<file path="config.mk">
export PLATFORM = sky130hd
export DESIGN_NAME = fill_sequencer
export DESIGN_NICKNAME = d
export VERILOG_FILES = /design/src/rtl/fill_sequencer.sv
export SDC_FILE = /design/constraint.sdc
export NUM_CORES = 1
export LEC_CHECK = 0
export ABC_AREA = 1
export CORE_UTILIZATION = 45
export CTS_CLUSTER_SIZE = 12
export DETAILED_ROUTE_END_ITERATION = 10
export GPL_TIMING_DRIVEN = 0
export PLACE_DENSITY_LB_ADDON = 0.08
export SKIP_LAST_GASP = 1
export SLEW_MARGIN = 10
export SYNTH_ARGS = -nofsm -noshare
export SYNTH_HDL_FRONTEND = slang
export SYNTH_SLANG_ARGS = --single-unit
</file>
<file path="constraint.sdc">
create_clock -name clk -period 3.4 [get_ports clk]
set_clock_uncertainty 0.05 [all_clocks]
set_input_delay 0.34 -clock clk [delete_from_list [all_inputs] [get_ports clk]]
set_output_delay 0.34 -clock clk [all_outputs]
set_load 0.01 [all_outputs]
</file>
<file path="src/rtl/fill_sequencer.sv">
// fill_sequencer: latches one fill command, then strobes math/row/fill per row until all_finish or MAX_ROWS; first row_start 2+MATH_CYCLES cycles after accept.
// cmd_ready only in IDLE (cmd_valid ignored while busy); optional WAIT timeout with ERR state under FILL_SEQ_TIMEOUT_EN.
module fill_sequencer #(
  parameter int MATH_CYCLES    = 2,
  parameter int MAX_ROWS       = 1024,
  parameter int TIMEOUT_CYCLES = 4096
) (
  input  logic        clk,
  input  logic        rst,
  input  logic        cmd_valid,
  output logic        cmd_ready,
  input  logic        cmd_fill_type,
  input  logic [47:0] cmd_coordinates,
  input  logic [23:0] cmd_color_code,
  input  logic        cmd_layer_num,
  output logic        fill_type,
  output logic [47:0] coordinates,
  output logic [23:0] color_code,
  output logic        layer_num,
  output logic        math_start,
  output logic        row_start,
  output logic        fill_start,
  input  logic        fill_done,
  input  logic        all_finish,
  output logic        busy,
  output logic [11:0] row_count,
  output logic        done,
  output logic        error
);

  if (MATH_CYCLES < 1 || MATH_CYCLES > 15 || MAX_ROWS < 1 ||
      TIMEOUT_CYCLES < 1 || TIMEOUT_CYCLES > 65535) begin : g_param_check
    $error("fill_sequencer: parameter out of range");
  end

  typedef enum logic [3:0] {
    ST_IDLE,
    ST_MATH,
    ST_MWAIT,
    ST_ROW,
    ST_GAP,
    ST_FILL,
    ST_WAIT,
    ST_DONE
`ifdef FILL_SEQ_TIMEOUT_EN
    , ST_ERR
`endif
  } state_t;

  state_t      state;
  logic [3:0]  wait_cnt;
  logic [11:0] row_next;
  logic        at_ceiling;

  // Saturating row increment; the ceiling compares against the post-increment count.
  assign row_next   = (row_count == 12'hFFF) ? row_count : row_count + 12'd1;
  assign at_ceiling = (int'(row_next) == MAX_ROWS);

  assign cmd_ready  = (state == ST_IDLE);
  assign busy       = (state != ST_IDLE);
  assign math_start = (state == ST_MATH);
  assign row_start  = (state == ST_ROW);
  assign fill_start = (state == ST_FILL);
  assign done       = (state == ST_DONE);

`ifdef FILL_SEQ_TIMEOUT_EN
  localparam logic [15:0] TIMEOUT_LAST = 16'(TIMEOUT_CYCLES - 1);
  logic [15:0] wait_timer;
`else
  assign error = 1'b0;
`endif

  always_ff @(posedge clk) begin
    if (rst) begin
      state       <= ST_IDLE;
      wait_cnt    <= '0;
      row_count   <= '0;
      fill_type   <= 1'b0;
      coordinates <= '0;
      color_code  <= '0;
      layer_num   <= 1'b0;
`ifdef FILL_SEQ_TIMEOUT_EN
      wait_timer  <= '0;
      error       <= 1'b0;
`endif
    end else begin
      case (state)
        ST_IDLE: begin
          if (cmd_valid) begin
            fill_type   <= cmd_fill_type;
            coordinates <= cmd_coordinates;
            color_code  <= cmd_color_code;
            layer_num   <= cmd_layer_num;
            row_count   <= '0;
`ifdef FILL_SEQ_TIMEOUT_EN
            error       <= 1'b0;
`endif
            state       <= ST_MATH;
          end
        end
        ST_MATH: begin
          wait_cnt <= 4'(MATH_CYCLES);
          state    <= ST_MWAIT;
        end
        ST_MWAIT: begin
          wait_cnt <= wait_cnt - 4'd1;
          if (wait_cnt == 4'd1) state <= ST_ROW;
        end
        ST_ROW:  state <= ST_GAP;
        ST_GAP:  state <= ST_FILL;
        ST_FILL: begin
`ifdef FILL_SEQ_TIMEOUT_EN
          wait_timer <= '0;
`endif
          state <= ST_WAIT;
        end
        ST_WAIT: begin
          if (fill_done) begin
            row_count <= row_next;
            state     <= (all_finish || at_ceiling) ? ST_DONE : ST_ROW;
          end
`ifdef FILL_SEQ_TIMEOUT_EN
          else if (wait_timer == TIMEOUT_LAST) begin
            error <= 1'b1;
            state <= ST_ERR;
          end else begin
            wait_timer <= wait_timer + 16'd1;
          end
`endif
        end
`ifdef FILL_SEQ_TIMEOUT_EN
        ST_ERR:  state <= ST_DONE;
`endif
        ST_DONE: state <= ST_IDLE;
        default: state <= ST_IDLE;
      endcase
    end
  end

endmodule

</file>
==> impl_metrics.tcl <==
set metrics [dict create \
    status "finished clean" \
    ys_top_cells_by_area "dfxtp_1 (48%), nand2_1 (14%), a21oi_1 (11%)" \
    cp_max_fo 10 \
    critPathKind "register to primary output" \
    core_area_sq_um 8260 \
    regArea_sq_um 1860 \
    ys_ff_latch 93 \
    die_w_um 94.6 \
    yosysSeqAreaShare 0.482 \
    portBuffers 169 \
    first_global_vias 3822 \
    drt_iter0_drc 113 \
    rsz0062_at_grt "false" \
    ys.flop_type "dfxtp_1" \
    max_slew_margin 0.634 \
    io_pins 172 \
    hpwl_um 8350 \
    overflow 0 \
    htree_num_levels 3 \
    avgRoutedWirePerCell_um 13.9 \
    netlist_area_sq_um 3860 \
    cts_root_buf "clkbuf_8" \
    grt_start_max_net_pins 17 \
    hold_class "register to register" \
    cts-resized-gates 0 \
    critPathCaptureType "primary output" \
    clockBufferDepth 2 \
    start_util 0.467 \
    critPathLaunchType "register" \
    avgSynthCellArea_sq_um 7.34 \
    synth_cells 526 \
    finalSetupViolations 0 \
    layoutNonFillerInstCount 816 \
    place_congestion 0.825 \
    cts_tree "built" \
    crit_required_ns 3.01 \
    grt_pass1_wl_um 18000 \
    min_period_over_period 0.735 \
    fillers 706 \
    setup_tns_ns 0 \
    cts_buffers 9 \
    finalWirelength_um 11300 \
    worstPathArrival_ns 2.11 \
    drive_gt1_frac 0.0563 \
    final_area_sq_um 5890 \
    final_nets 788 \
    synth-edff-count 0 \
    fmax_mhz 400 \
    viasPerCell 5.18 \
    cts.sinks 93 \
    dr_total_vias 4228 \
    n_antenna_cell 0 \
    cap_violations 0 \
    tightest_slew_ns 0.550 \
    synth-async-reset-ratio 0 \
    min_period_ns 2.50 \
    place_area_sq_um 5680 \
    dieArea_sq_um 8950 \
    synth_most_common_cell "nand2_1" \
    synthTopCellsByCount "nand2_1 (140), dfxtp_1 (93), a21oi_1 (88), nand3_1 (88), nor2_1 (23)" \
    postLayoutCoreUtil 0.713 \
    syn2layout_area_growth_pct 52.6 \
    fp-row-count 33 \
    synth_warnings 0 \
    vdd_drop_max_mv 0.283 \
    multi_input_area_sq_um 1760 \
    p_leak_nw 2.15 \
    die_y_um 94.6 \
    grt_usage 0.256 \
    first_pass_iters 5 \
    antenna_found_initial 0 \
    final-hold-violation-count 0 \
    cts.reportedPaths.clkPinSlew_ns 0.10 \
    slew_violations 0 \
    clock_latency_ns 0.35 \
    placed_cells 800 \
    syn_nets 608 \
    synth_cell_type_count 29 \
    p_per_area_nw_per_um2 472 \
    postCtsSetupRepairBufs 0 \
    synth_top_cell_by_area "dfxtp_1" \
    synth_top_area_frac 0.482 \
    final_antenna_net_count 0 \
    drc 0 \
    cts_hold_buf 0 \
]
-- layout make-up --
| cell class | count | area share |
|---|---|---|
| Multi-Input combinational cell | 377 | 0.299 |
| Inverter | 19 | 0.0121 |
| Timing Repair Buffer | 169 | 0.287 |
| Tap cell | 105 | 0.0223 |
| Clock inverter | 6 | 0.0119 |
| Sequential cell | 93 | 0.316 |
| Buffer | 37 | 0.0283 |
| Clock buffer | 10 | 0.0234 |
-- cells by family after synthesis --
group | Yosys count | share of synthesized area
other | 1 | 0.000972
adders and majority gates | 3 | 0.00973
AOI/OAI and AO/OA | 99 | 0.133
DFF | 93 | 0.482
and+or+nand+nor | 274 | 0.312
buffers and inverters | 56 | 0.0616
-- critical path: stages, from the launching register on --
cell	delay (ns)
dfxtp_1	0.35
nor2_1	0.18
nand2_1	0.12
inv_1	0.14
clkbuf_1	0.34
clkdlybuf4s50_1	0.62
-- state kept, by name, summed over array words and instances (netlist names) --
name         count
fill_type        1
state            3
coordinates     48
color_code      24
layer_num        1
row_count       12
wait_cnt         4
-- cell usage in the layout, fill, tap and decap left out --
cell and instances:
a21oi_2 1, inv_6 1, clkbuf_8 10, nor2_4 1
clkbuf_1 22, a31oi_1 1, nand4_1 4, nand2_1 140
nand3_2 1, nor2_2 3, a2111oi_0 1, bufinv_16 1
buf_4 1, or2_0 1, buf_6 1, a21oi_1 88
buf_2 13, clkinv_2 1, clkinv_1 1, o211ai_1 1
clkdlybuf4s50_1 169, clkinv_4 3, nor3_1 6, ha_1 3
dfxtp_1 93, nand2_2 1, a221oi_1 1, or2_2 1
nand3b_1 5, nor2_1 23, o21ai_2 1, nand3_1 88
o21ai_0 5, conb_1 1, inv_1 18
-- layer usage --
metal | track usage | vias up | wire length, um
met5 | 0 | - | 0
met4 | 0.0745 | 0 | 235
met3 | 0.0853 | 17 | 1060
met2 | 0.425 | 162 | 5380
met1 | 0.314 | 1929 | 4640
li1 | - | 2120 | -
-- path summary, 6_finish.rpt --
path	end	from	cells past startpoint	slack (ns)
worst max-delay path	cmd_ready	state[0]	5	0.90
worst min-delay path	coordinates[33]	coordinates[33]	2	0.41
worst max register to register	state[2]	row_count[0]	12	1.31
worst min register to register	coordinates[33]	coordinates[33]	2	0.41
-- power breakdown --
part	internal, W	switching (W)	leakage, nW	total, W
sequential	0.00119	0.0000605	0.761	0.00125
combinational	0.000373	0.000392	1.28	0.000765
clock	0.000366	0.000400	0.107	0.000766
-- through the flow --
| step | power, W | hold WS [ns] | setup slack [ns] |
|---|---|---|---|
| 5_1_grt | 0.00294 | 0.432 | 0.692 |
| 3_3_place_gp | 0.00202 | 0.397 | 1.26 |
| 2_1_floorplan | 0.00165 | 0.397 | 1.60 |
| 4_1_cts | 0.00281 | 0.416 | 0.856 |
| 6_report | 0.00278 | 0.415 | 0.902 |
| 3_5_place_dp | 0.00204 | 0.401 | 1.23 |
No activity file was read; power rests on OpenSTA's default activity.
